### config.mk
export PLATFORM = sky130hd
export DESIGN_NAME = biquad_filter_tdm
export DESIGN_NICKNAME = d
export VERILOG_FILES = /design/src/rtl/biquad_pkg.sv /design/src/rtl/biquad_mac.sv /design/src/rtl/biquad_filter_tdm.sv
export SDC_FILE = /design/constraint.sdc
export NUM_CORES = 2
export LEC_CHECK = 0
export BUFFER_PORTS_ARGS = -buffer_cell sky130_fd_sc_hd__buf_2
export CORE_MARGIN = 5
export CORE_UTILIZATION = 25
export CTS_CLUSTER_SIZE = 28
export DETAILED_ROUTE_END_ITERATION = 10
export GPL_TIMING_DRIVEN = 0
export MAX_ROUTING_LAYER = met4
export PLACE_DENSITY = 0.39
export SLEW_MARGIN = 5
export SYNTH_ARGS = -nofsm -noshare
export SYNTH_HDL_FRONTEND = slang
export SYNTH_SLANG_ARGS = --single-unit
### constraint.sdc
create_clock -name clk -period 14.2 [get_ports clk]
set_clock_uncertainty 0.1 [all_clocks]
set_input_delay 1.42 -clock clk [delete_from_list [all_inputs] [get_ports clk]]
set_output_delay 1.42 -clock clk [all_outputs]
set_load 0.1 [all_outputs]
### src/rtl/biquad_pkg.sv
// Shared types, default widths and the output saturation helper for the
// time-multiplexed biquad filter.
package biquad_pkg;

  localparam int DATA_W_DEF    = 16;
  localparam int COEF_W_DEF    = 18;
  localparam int COEF_FRAC_DEF = 16;
  localparam int NUM_CH_DEF    = 2;
  localparam int ACC_W_DEF     = 40;
  localparam int NUM_TAPS      = 5;

  typedef enum logic [2:0] {
    COEF_B0 = 3'd0,
    COEF_B1 = 3'd1,
    COEF_B2 = 3'd2,
    COEF_A1 = 3'd3,
    COEF_A2 = 3'd4
  } coef_idx_e;

  typedef enum logic [1:0] {
    ST_IDLE  = 2'd0,
    ST_MAC   = 2'd1,
    ST_STORE = 2'd2,
    ST_DONE  = 2'd3
  } state_e;

  // Clamp a sign-extended value into the signed range of a w-bit word.
  function automatic logic signed [63:0] saturate(input logic signed [63:0] v,
                                                  input int w);
    logic signed [63:0] hi;
    logic signed [63:0] lo;
    hi = (64'sd1 <<< (w - 1)) - 64'sd1;
    lo = -(64'sd1 <<< (w - 1));
    if (v > hi) begin
      return hi;
    end else if (v < lo) begin
      return lo;
    end else begin
      return v;
    end
  endfunction

endpackage

### src/rtl/biquad_mac.sv
// Shared signed multiply-accumulate unit: clear loads the first product,
// sub selects subtraction for the feedback (a) taps.
module biquad_mac
  import biquad_pkg::*;
#(
  parameter int DATA_W = DATA_W_DEF,
  parameter int COEF_W = COEF_W_DEF,
  parameter int ACC_W  = ACC_W_DEF
) (
  input  logic                     clk,
  input  logic                     reset_n,
  input  logic                     clr,
  input  logic                     en,
  input  logic                     sub,
  input  logic signed [DATA_W-1:0] sample_i,
  input  logic signed [COEF_W-1:0] coef_i,
  output logic signed [ACC_W-1:0]  acc_o
);

  localparam int PROD_W = DATA_W + COEF_W;

  logic signed [PROD_W-1:0] sample_ext;
  logic signed [PROD_W-1:0] coef_ext;
  logic signed [PROD_W-1:0] prod;
  logic signed [ACC_W-1:0]  prod_ext;
  logic signed [ACC_W-1:0]  base;
  logic signed [ACC_W-1:0]  acc_d;
  logic signed [ACC_W-1:0]  acc_q;

  // Product, then accumulate or subtract onto a cleared or running base.
  always_comb begin
    sample_ext = {{COEF_W{sample_i[DATA_W-1]}}, sample_i};
    coef_ext   = {{DATA_W{coef_i[COEF_W-1]}}, coef_i};
    prod       = sample_ext * coef_ext;
    prod_ext   = {{(ACC_W-PROD_W){prod[PROD_W-1]}}, prod};
    if (clr) begin
      base = '0;
    end else begin
      base = acc_q;
    end
    if (!en) begin
      acc_d = acc_q;
    end else if (sub) begin
      acc_d = base - prod_ext;
    end else begin
      acc_d = base + prod_ext;
    end
  end

  // Accumulator register.
  always_ff @(posedge clk or negedge reset_n) begin
    if (!reset_n) begin
      acc_q <= '0;
    end else begin
      acc_q <= acc_d;
    end
  end

  assign acc_o = acc_q;

endmodule

### src/rtl/biquad_filter_tdm.sv
// Multi-channel Direct Form I biquad with double-buffered coefficients and a
// single MAC shared across 5 taps per channel per frame.
module biquad_filter_tdm
  import biquad_pkg::*;
#(
  parameter int DATA_W    = DATA_W_DEF,
  parameter int COEF_W    = COEF_W_DEF,
  parameter int COEF_FRAC = COEF_FRAC_DEF,
  parameter int NUM_CH    = NUM_CH_DEF,
  parameter int ACC_W     = ACC_W_DEF
) (
  input  logic                     clk,
  input  logic                     reset_n,
  input  logic                     sample_valid,
  input  logic [NUM_CH*DATA_W-1:0] sample_in,
  input  logic                     bypass,
  input  logic                     coef_we,
  input  logic [2:0]               coef_addr,
  input  logic [COEF_W-1:0]        coef_data,
  output logic [NUM_CH*DATA_W-1:0] sample_out,
  output logic                     out_valid,
  output logic                     busy,
  output logic                     overrun
);

  localparam int CH_W = (NUM_CH > 1) ? $clog2(NUM_CH) : 1;
  localparam logic signed [COEF_W-1:0] COEF_ONE =
    {{(COEF_W-COEF_FRAC-1){1'b0}}, 1'b1, {COEF_FRAC{1'b0}}};
  localparam logic signed [ACC_W-1:0] ROUND_C =
    {{(ACC_W-COEF_FRAC){1'b0}}, 1'b1, {(COEF_FRAC-1){1'b0}}};
  localparam logic [CH_W-1:0] LAST_CH = CH_W'(NUM_CH - 1);

  typedef logic signed [DATA_W-1:0] smp_t;
  typedef logic signed [COEF_W-1:0] coef_t;

  state_e            state_q, state_d;
  logic [CH_W-1:0]   ch_q, ch_d;
  logic [2:0]        tap_q, tap_d;
  logic              bypass_q, bypass_d;
  logic              busy_q, busy_d;
  logic              out_valid_q, out_valid_d;
  logic              overrun_q, overrun_d;
  logic [NUM_CH*DATA_W-1:0] sample_out_q, sample_out_d;

  smp_t  x_q [NUM_CH];
  smp_t  x_d [NUM_CH];
  smp_t  x1_q[NUM_CH];
  smp_t  x1_d[NUM_CH];
  smp_t  x2_q[NUM_CH];
  smp_t  x2_d[NUM_CH];
  smp_t  y1_q[NUM_CH];
  smp_t  y1_d[NUM_CH];
  smp_t  y2_q[NUM_CH];
  smp_t  y2_d[NUM_CH];
  smp_t  yo_q[NUM_CH];
  smp_t  yo_d[NUM_CH];
  coef_t shadow_q[NUM_TAPS];
  coef_t shadow_d[NUM_TAPS];
  coef_t active_q[NUM_TAPS];
  coef_t active_d[NUM_TAPS];

  logic                     mac_clr, mac_en, mac_sub;
  smp_t                     mac_sample;
  coef_t                    mac_coef;
  logic signed [ACC_W-1:0]  mac_acc;
  logic signed [ACC_W-1:0]  acc_rnd;
  logic signed [ACC_W-1:0]  acc_shr;
  logic signed [63:0]       acc_sat;
  smp_t                     y_new;

  biquad_mac #(
    .DATA_W (DATA_W),
    .COEF_W (COEF_W),
    .ACC_W  (ACC_W)
  ) u_mac (
    .clk      (clk),
    .reset_n  (reset_n),
    .clr      (mac_clr),
    .en       (mac_en),
    .sub      (mac_sub),
    .sample_i (mac_sample),
    .coef_i   (mac_coef),
    .acc_o    (mac_acc)
  );

  // Tap operand select; the a-taps are subtracted.
  always_comb begin
    mac_en     = (state_q == ST_MAC);
    mac_clr    = (tap_q == 3'd0);
    mac_sub    = 1'b0;
    mac_sample = '0;
    mac_coef   = '0;
    case (tap_q)
      3'd0: begin
        mac_sample = x_q[ch_q];
        mac_coef   = active_q[COEF_B0];
      end
      3'd1: begin
        mac_sample = x1_q[ch_q];
        mac_coef   = active_q[COEF_B1];
      end
      3'd2: begin
        mac_sample = x2_q[ch_q];
        mac_coef   = active_q[COEF_B2];
      end
      3'd3: begin
        mac_sample = y1_q[ch_q];
        mac_coef   = active_q[COEF_A1];
        mac_sub    = 1'b1;
      end
      3'd4: begin
        mac_sample = y2_q[ch_q];
        mac_coef   = active_q[COEF_A2];
        mac_sub    = 1'b1;
      end
      default: begin
        mac_sample = '0;
        mac_coef   = '0;
      end
    endcase
  end

  // Round half-up, shift back to sample scale, saturate.
  always_comb begin
    acc_rnd = mac_acc + ROUND_C;
    acc_shr = acc_rnd >>> COEF_FRAC;
    acc_sat = saturate({{(64-ACC_W){acc_shr[ACC_W-1]}}, acc_shr}, DATA_W);
    if (bypass_q) begin
      y_new = x_q[ch_q];
    end else begin
      y_new = acc_sat[DATA_W-1:0];
    end
  end

  // Frame sequencer, coefficient banks and channel history.
  always_comb begin
    state_d      = state_q;
    ch_d         = ch_q;
    tap_d        = tap_q;
    bypass_d     = bypass_q;
    busy_d       = busy_q;
    out_valid_d  = 1'b0;
    overrun_d    = overrun_q | (sample_valid & (state_q != ST_IDLE));
    sample_out_d = sample_out_q;
    x_d          = x_q;
    x1_d         = x1_q;
    x2_d         = x2_q;
    y1_d         = y1_q;
    y2_d         = y2_q;
    yo_d         = yo_q;
    active_d     = active_q;
    shadow_d     = shadow_q;

    if (coef_we && (coef_addr <= 3'd4)) begin
      shadow_d[coef_addr] = coef_data;
    end else begin
      shadow_d = shadow_q;
    end

    case (state_q)
      ST_IDLE: begin
        if (sample_valid) begin
          state_d  = ST_MAC;
          busy_d   = 1'b1;
          ch_d     = '0;
          tap_d    = 3'd0;
          bypass_d = bypass;
          active_d = shadow_q;
          for (int c = 0; c < NUM_CH; c++) begin
            x_d[c] = sample_in[c*DATA_W +: DATA_W];
          end
        end else begin
          state_d = ST_IDLE;
        end
      end
      ST_MAC: begin
        if (tap_q == 3'd4) begin
          tap_d   = 3'd0;
          state_d = ST_STORE;
        end else begin
          tap_d   = tap_q + 3'd1;
        end
      end
      ST_STORE: begin
        yo_d[ch_q] = y_new;
        x2_d[ch_q] = x1_q[ch_q];
        x1_d[ch_q] = x_q[ch_q];
        y2_d[ch_q] = y1_q[ch_q];
        y1_d[ch_q] = y_new;
        if (ch_q < LAST_CH) begin
          ch_d    = ch_q + CH_W'(1);
          state_d = ST_MAC;
        end else begin
          state_d = ST_DONE;
        end
      end
      ST_DONE: begin
        for (int c = 0; c < NUM_CH; c++) begin
          sample_out_d[c*DATA_W +: DATA_W] = yo_q[c];
        end
        out_valid_d = 1'b1;
        busy_d      = 1'b0;
        state_d     = ST_IDLE;
      end
      default: begin
        state_d = ST_IDLE;
        busy_d  = 1'b0;
      end
    endcase
  end

  // State registers; coefficient banks reset to unity pass-through.
  always_ff @(posedge clk or negedge reset_n) begin
    if (!reset_n) begin
      state_q      <= ST_IDLE;
      ch_q         <= '0;
      tap_q        <= 3'd0;
      bypass_q     <= 1'b0;
      busy_q       <= 1'b0;
      out_valid_q  <= 1'b0;
      overrun_q    <= 1'b0;
      sample_out_q <= '0;
      for (int c = 0; c < NUM_CH; c++) begin
        x_q[c]  <= '0;
        x1_q[c] <= '0;
        x2_q[c] <= '0;
        y1_q[c] <= '0;
        y2_q[c] <= '0;
        yo_q[c] <= '0;
      end
      for (int t = 0; t < NUM_TAPS; t++) begin
        shadow_q[t] <= (t == 0) ? COEF_ONE : '0;
        active_q[t] <= (t == 0) ? COEF_ONE : '0;
      end
    end else begin
      state_q      <= state_d;
      ch_q         <= ch_d;
      tap_q        <= tap_d;
      bypass_q     <= bypass_d;
      busy_q       <= busy_d;
      out_valid_q  <= out_valid_d;
      overrun_q    <= overrun_d;
      sample_out_q <= sample_out_d;
      x_q          <= x_d;
      x1_q         <= x1_d;
      x2_q         <= x2_d;
      y1_q         <= y1_d;
      y2_q         <= y2_d;
      yo_q         <= yo_d;
      shadow_q     <= shadow_d;
      active_q     <= active_d;
    end
  end

  assign sample_out = sample_out_q;
  assign out_valid  = out_valid_q;
  assign busy       = busy_q;
  assign overrun    = overrun_q;

endmodule

* After elaboration in Yosys (flattened, before gate mapping)
Cells that the tools add are included.
** Word-level totals
- Word-level logic and storage cells :: 119
- Bits of input ports :: 58
- Output and inout bits :: 35
- Register bits :: 454
** Operators by class
- Bitwise gates (word level) :: 4
- Reductions and logical operators :: 14
- $add $sub $neg :: 5
- Equality and inequality tests :: 10
- Mux-type cells :: 46
- $lt $le $gt $ge :: 8
- Multipliers :: 1
** Operators by type and width (number)
- $mux 16 :: 19
- $bwmux 32 :: 5
- $bwmux 90 :: 1
- $pmux 18 s5 :: 1
- $mux 40 :: 2
- $pmux 16 s5 :: 1
- $demux 18 s3 :: 1
- $add 40x17->40 const B :: 1
- $add 40x34->40 :: 1
- $sub 40x34->40 :: 1
- $mul 16x18->34 :: 1
- $gt 24x16->1 const B :: 1
- $lt 24x16->1 const B :: 1
- $mux 18 :: 1
- $demux 16 s1 :: 1
- $pmux 2 s4 :: 1
- $reduce_bool 2->1 :: 4
- $eq 3x2->1 const B :: 2
- $mux 1 :: 6
- $mux 3 :: 2
- $ne 2x2->1 const B :: 3
- $pmux 3 s2 :: 1
- $reduce_and 2->1 :: 3
- $eq 2x2->1 const B :: 2
- 22 further kinds :: 26

* Depth between registers and ports, before layout
- Word-level depth :: 8
- Mapped depth :: 49
- Gate-level depth less buffers :: 43

* Cells and area by module
Synthesis repeated with hierarchy kept, for this count alone.
** Second synthesis, totals
- Cell total of the unflattened synthesis :: 3604
- Area total of the unflattened synthesis :: 33477.1 um2
** By module, submodules not included
- biquad_filter_tdm :: seq. area each 9561.7 um2, cells each 1803, instances 1, area each 17738.3 um2
- biquad_mac :: seq. area each 1001.0 um2, cells each 1801, instances 1, area each 15738.8 um2

* Worst setup path before layout
OpenSTA, ideal clock, no wires.
- Path kind :: reg2reg
- Start point :: register tap_q[2]
- End point :: register u_mac.acc_q[39], in the netlist u_mac.acc_o[39]
- Arrival :: 11229 ps
- Setup slack :: 2736 ps
- Data required time :: 13964 ps
- Library setup time :: 136 ps
- Path buffers :: 7
- Stages on the path, launching flop included :: 48
- Cell sequence :: dfrtp_1 buf_1 inv_1 ha_1 clkbuf_1 clkbuf_1 clkbuf_1 nand2_1 o221ai_1 a21oi_1 clkbuf_1 nor2_1 fa_1 inv_1 fa_1 fa_1 fa_1 inv_1 (+12 left out) or3_1 nor4_1 nor2_1 xnor2_1 ha_1 clkbuf_1 a21o_1 a221o_1 a21oi_1 o21ai_0 a2111oi_0 nor2_1 o31ai_1 o2111a_1 nor4_1 a221oi_2 mux2i_1 a21oi_1
** Between the ends
- Cells in the longest elaborated chain, start to end :: 5
- Elaborated cells between the ends (all ways) :: 14
- Those cells by class :: add/sub: 2; mul: 1; eq/ne: 4; mux: 5; reduce/logical: 2
** Ends and longest elaborated chain
- from (decl) :: line biquad_filter_tdm.sv:38 : logic [2:0] tap_q, tap_d;
- from (signal assigned) :: line biquad_filter_tdm.sv:238 : tap_q <= tap_d;
- $eq 3x3->1, or another cell as far along :: line biquad_filter_tdm.sv:93 : case (tap_q)
- $pmux 16 s5 / $pmux 18 s5 (equally long branches) :: line biquad_filter_tdm.sv:93
- $mul 16x18->34 :: line biquad_mac.sv:34 : prod = sample_ext * coef_ext;
- $add 40x34->40 / $sub 40x34->40 (equally long branches) :: line biquad_mac.sv:46, biquad_mac.sv:44
- $mux 40 (*) :: line biquad_mac.sv:43 : end else if (sub) begin
- to (signal assigned) :: line biquad_mac.sv:53 : acc_q <= '0;
- to (signal assigned) :: line biquad_mac.sv:55 : acc_q <= acc_d;
- to (decl) :: line biquad_mac.sv:28 : logic signed [ACC_W-1:0] acc_q;
Mark *: on every way between the ends. The rest lies on a longest branch, timed or not.
A chain may end at the register's enable or synchronous reset.

* Worst setup path after layout
Same ends and word-level chain as after synthesis.

==> out/metrics.yaml <==
outcome:
  status: "complete, no violations"
cts:
  cts_tree: "built"
  clock-sinks: 422
  htreeDepth: 2
  clkTransAtPathRegs_ns: 0.06
  cts_buffer_depth: 3
  clock_latency_ns: 0.64
  clockRootBuffer: "clkbuf_16"
  cts-hold-fix-buffers: 0
  cts_buffers: 52
floorplanning:
  start_util_pct: 25.2
  die_h_microns: 369
  dieWidth_microns: 369
  die-area_sq_um: 136000
  core_sq_um: 128000
  io_pins: 93
  rows: 131
global_routing:
  groute.usage.overall_pct: 16.0
  grt_pass1_wl_microns: 161000
  grt_max_degree: 105
  first_global_vias: 24200
  grt.overflow.total: 0
  antenna_found_initial: 6
layout:
  drive_above_1_share_pct: 19.6
  layout_commonest_cell: "dfrtp_1"
  syn_to_final_growth_pct: 14.7
  final_cell_mix: "dfrtp_1, inv_1, mux2_2, fa_1, nor2_1"
  fin_nets: 3760
placement:
  dp_hpwl_microns: 82800
  place.gp.congestion: 0.801
  post-place-ws_ns: -1.21
  io_buffers: 92
yosys:
  synth-seq-area-share_pct: 32.7
  synth_top_area_share_pct: 32.6
  syn_area_per_cell_sq_um: 10.4
  synth.distinct_cells: 85
  yosys-top-cells-area: "dfrtp_1, fa_1, mux2_2, ha_1, inv_1"
  syn-num-nets: 3596
  syn_inst: 3115
  synth_edf_count: 0
  synth_area_sq_um: 32300
  synth-seq-cells: 422
  synthArstFlopShare_pct: 100
  synthFlopType: "dfrtp_1"
  yosysWarnings: 0
  synth_area_leader_cell: "dfrtp_1"
sta:
  fmax_ghz: 0.0743
  setup_violations: 0
  setup_ws_ns: 0.733
  period_needed_ns: 13.47
  drv_slew: 0
  hold_viol: 0
  period_share_pct: 94.8
  max_slew_margin_pct: 19.4
  rsz0062_at_grt: "no"
  worst_slew_pin_slew_ns: 1.21
worst_setup_path:
  required_ns: 14.56
  endpoint_kind: "register"
  crit_fanout: 10
  cp_slowest_cell: "fa_1"
  crit_arrival_ns: 13.83
  start_kind: "register"
  path_class: "register to register"
  max_stage_delay_ns: 0.61
  cp_common_cell: "fa_1"
routing:
  ant_nets: 0
  drtIter0Drc: 1225
  drtPass1Iterations: 5
  wl_per_cell_microns: 21.3
  vias_per_cell: 4.60
  drcViolationCount: 0
  routed_wl_microns: 106000
  vias: 22900
worst_hold_path:
  min-delay-path-class: "register to register"
flow_run:
  maxCapViolCount: 0
-- cell families after synthesis --
kind of cell	Yosys count	share of synthesized area (%)
AO/OA/AOI/OAI	407	8.05
XOR/XNOR	109	2.96
buffers and inverters	527	6.18
adder cells (fa/ha/maj)	423	23.2
multiplexers	427	15.2
AND/OR/NAND/NOR	800	11.7
flip-flops	422	32.7
-- worst max-delay path, delay by kind of cell, from the launching register on --
family	cells	cell delay, ns
fa+ha+maj	9	4.24
compound gates	12	3.35
buf+inv	10	2.39
simple gates	10	2.26
flops	1	0.41
xor+xnor	1	0.29
mux	1	0.22
-- cell usage after synthesis, drive strengths merged (4+ instances only) --
library cell / count
a211oi: 12
o21ai: 128
nand2b: 46
a21oi: 87
nand2: 258
and3: 14
xnor2: 67
nor4b: 4
nand4b: 6
or2: 23
inv: 389
dfrtp: 420
a222oi: 7
a22oi: 20
a31oi: 11
fa: 292
o21bai: 4
or3: 7
nor4: 5
mux2: 373
nor2b: 53
o22ai: 19
o21a: 16
o211ai: 9
nand3: 27
mux4: 13
a211o: 7
a21o: 31
nor3: 22
nor2: 261
o31ai: 10
nand4: 28
o221ai: 9
nor3b: 6
a21boi: 6
and2: 15
ha: 131
clkbuf: 122
mux2i: 41
buf: 15
xor2: 42
and4: 15
o311ai: 4
-- what timing repair did --
| item | CTS | global route |
|---|---|---|
| pin swaps | 2 | 3 |
| setup buffers | 5 | 5 |
| resized for setup | 12 | 31 |
| setup endpoints to repair | 8 | 3 |
-- per-layer routing --
metal / vias to the layer above / global-route usage, % / wire length (microns) / share of wire [%]
li1: 10700 / - / - / -
met5: - / - / 0 / 0
met4: 0 / 4.02 / 2950 / 2.8
met2: 377 / 25.0 / 48100 / 45
met3: 119 / 2.73 / 4340 / 4.1
met1: 11700 / 21.8 / 50600 / 48
-- per-stage QoR --
| stage | area (sq um) | instances | TNS (ns) | hold slack, ns | util (%) |
|---|---|---|---|---|---|
| after global placement | 34800 | 4869 | -11.03 | 0.351 | 27.2 |
| after floorplan | 32300 | 3115 | 0 | 0.338 | - |
| after CTS | 36900 | 4978 | 0 | 0.372 | 28.9 |
| final | 37000 | 4980 | 0 | 0.366 | 28.9 |
| after detailed placement | 35100 | 4882 | -3.85 | 0.356 | 27.4 |
| after global routing | 37000 | 4980 | 0 | 0.389 | 28.9 |
-- sequential cells by signal, summed over array words and instances, names as in the netlist --
| name | flops |
|---|---|
| x2_q | 32 |
| busy | 1 |
| tap_q | 3 |
| y2_q | 32 |
| y1_q | 16 |
| x1_q | 32 |
| shadow_q | 90 |
| overrun | 1 |
| ch_q | 1 |
| sample_out | 32 |
| active_q | 90 |
| state_q | 2 |
| u_mac.acc_o | 40 |
| out_valid | 1 |
| yo_q | 16 |
| bypass_q | 1 |
| x_q | 32 |
-- cell type report --
class | instances | area, sq um
Buffer | 132 | 551
Clock buffer | 84 | 1630
Timing Repair Buffer | 115 | 812
Fill cell | 13500 | 90800
Antenna cell | 1 | 2.50
Multi-Input combinational cell | 2166 | 19800
Sequential cell | 422 | 10600
Tap cell | 1662 | 2080
Inverter | 390 | 1460
Clock inverter | 8 | 104
-- worst paths after layout --
| kind | to | start | cells after the start | slack, ns |
|---|---|---|---|---|
| worst max-delay path | u_mac.acc_o[39]$_DFFE_PN0P_ | tap_q[2]$_DFFE_PN0P_ | 43 | 0.73 |
| worst min-delay path | overrun$_DFF_PN0_ | overrun$_DFF_PN0_ | 1 | 0.37 |
| worst max register to register | u_mac.acc_o[39]$_DFFE_PN0P_ | tap_q[2]$_DFFE_PN0P_ | 43 | 0.73 |
| worst min register to register | overrun$_DFF_PN0_ | overrun$_DFF_PN0_ | 1 | 0.37 |
| max in group asynchronous | sample_out[21]$_DFFE_PN0P_ | reset_n | 3 | 12.01 |
| min in group asynchronous | active_q[2]$_DFFE_PN0P_ | reset_n | 1 | 0.63 |
Power is left out: the tool's default activity adds up to more than one toggle a clock period on the data nets, which glitch-free logic cannot reach.
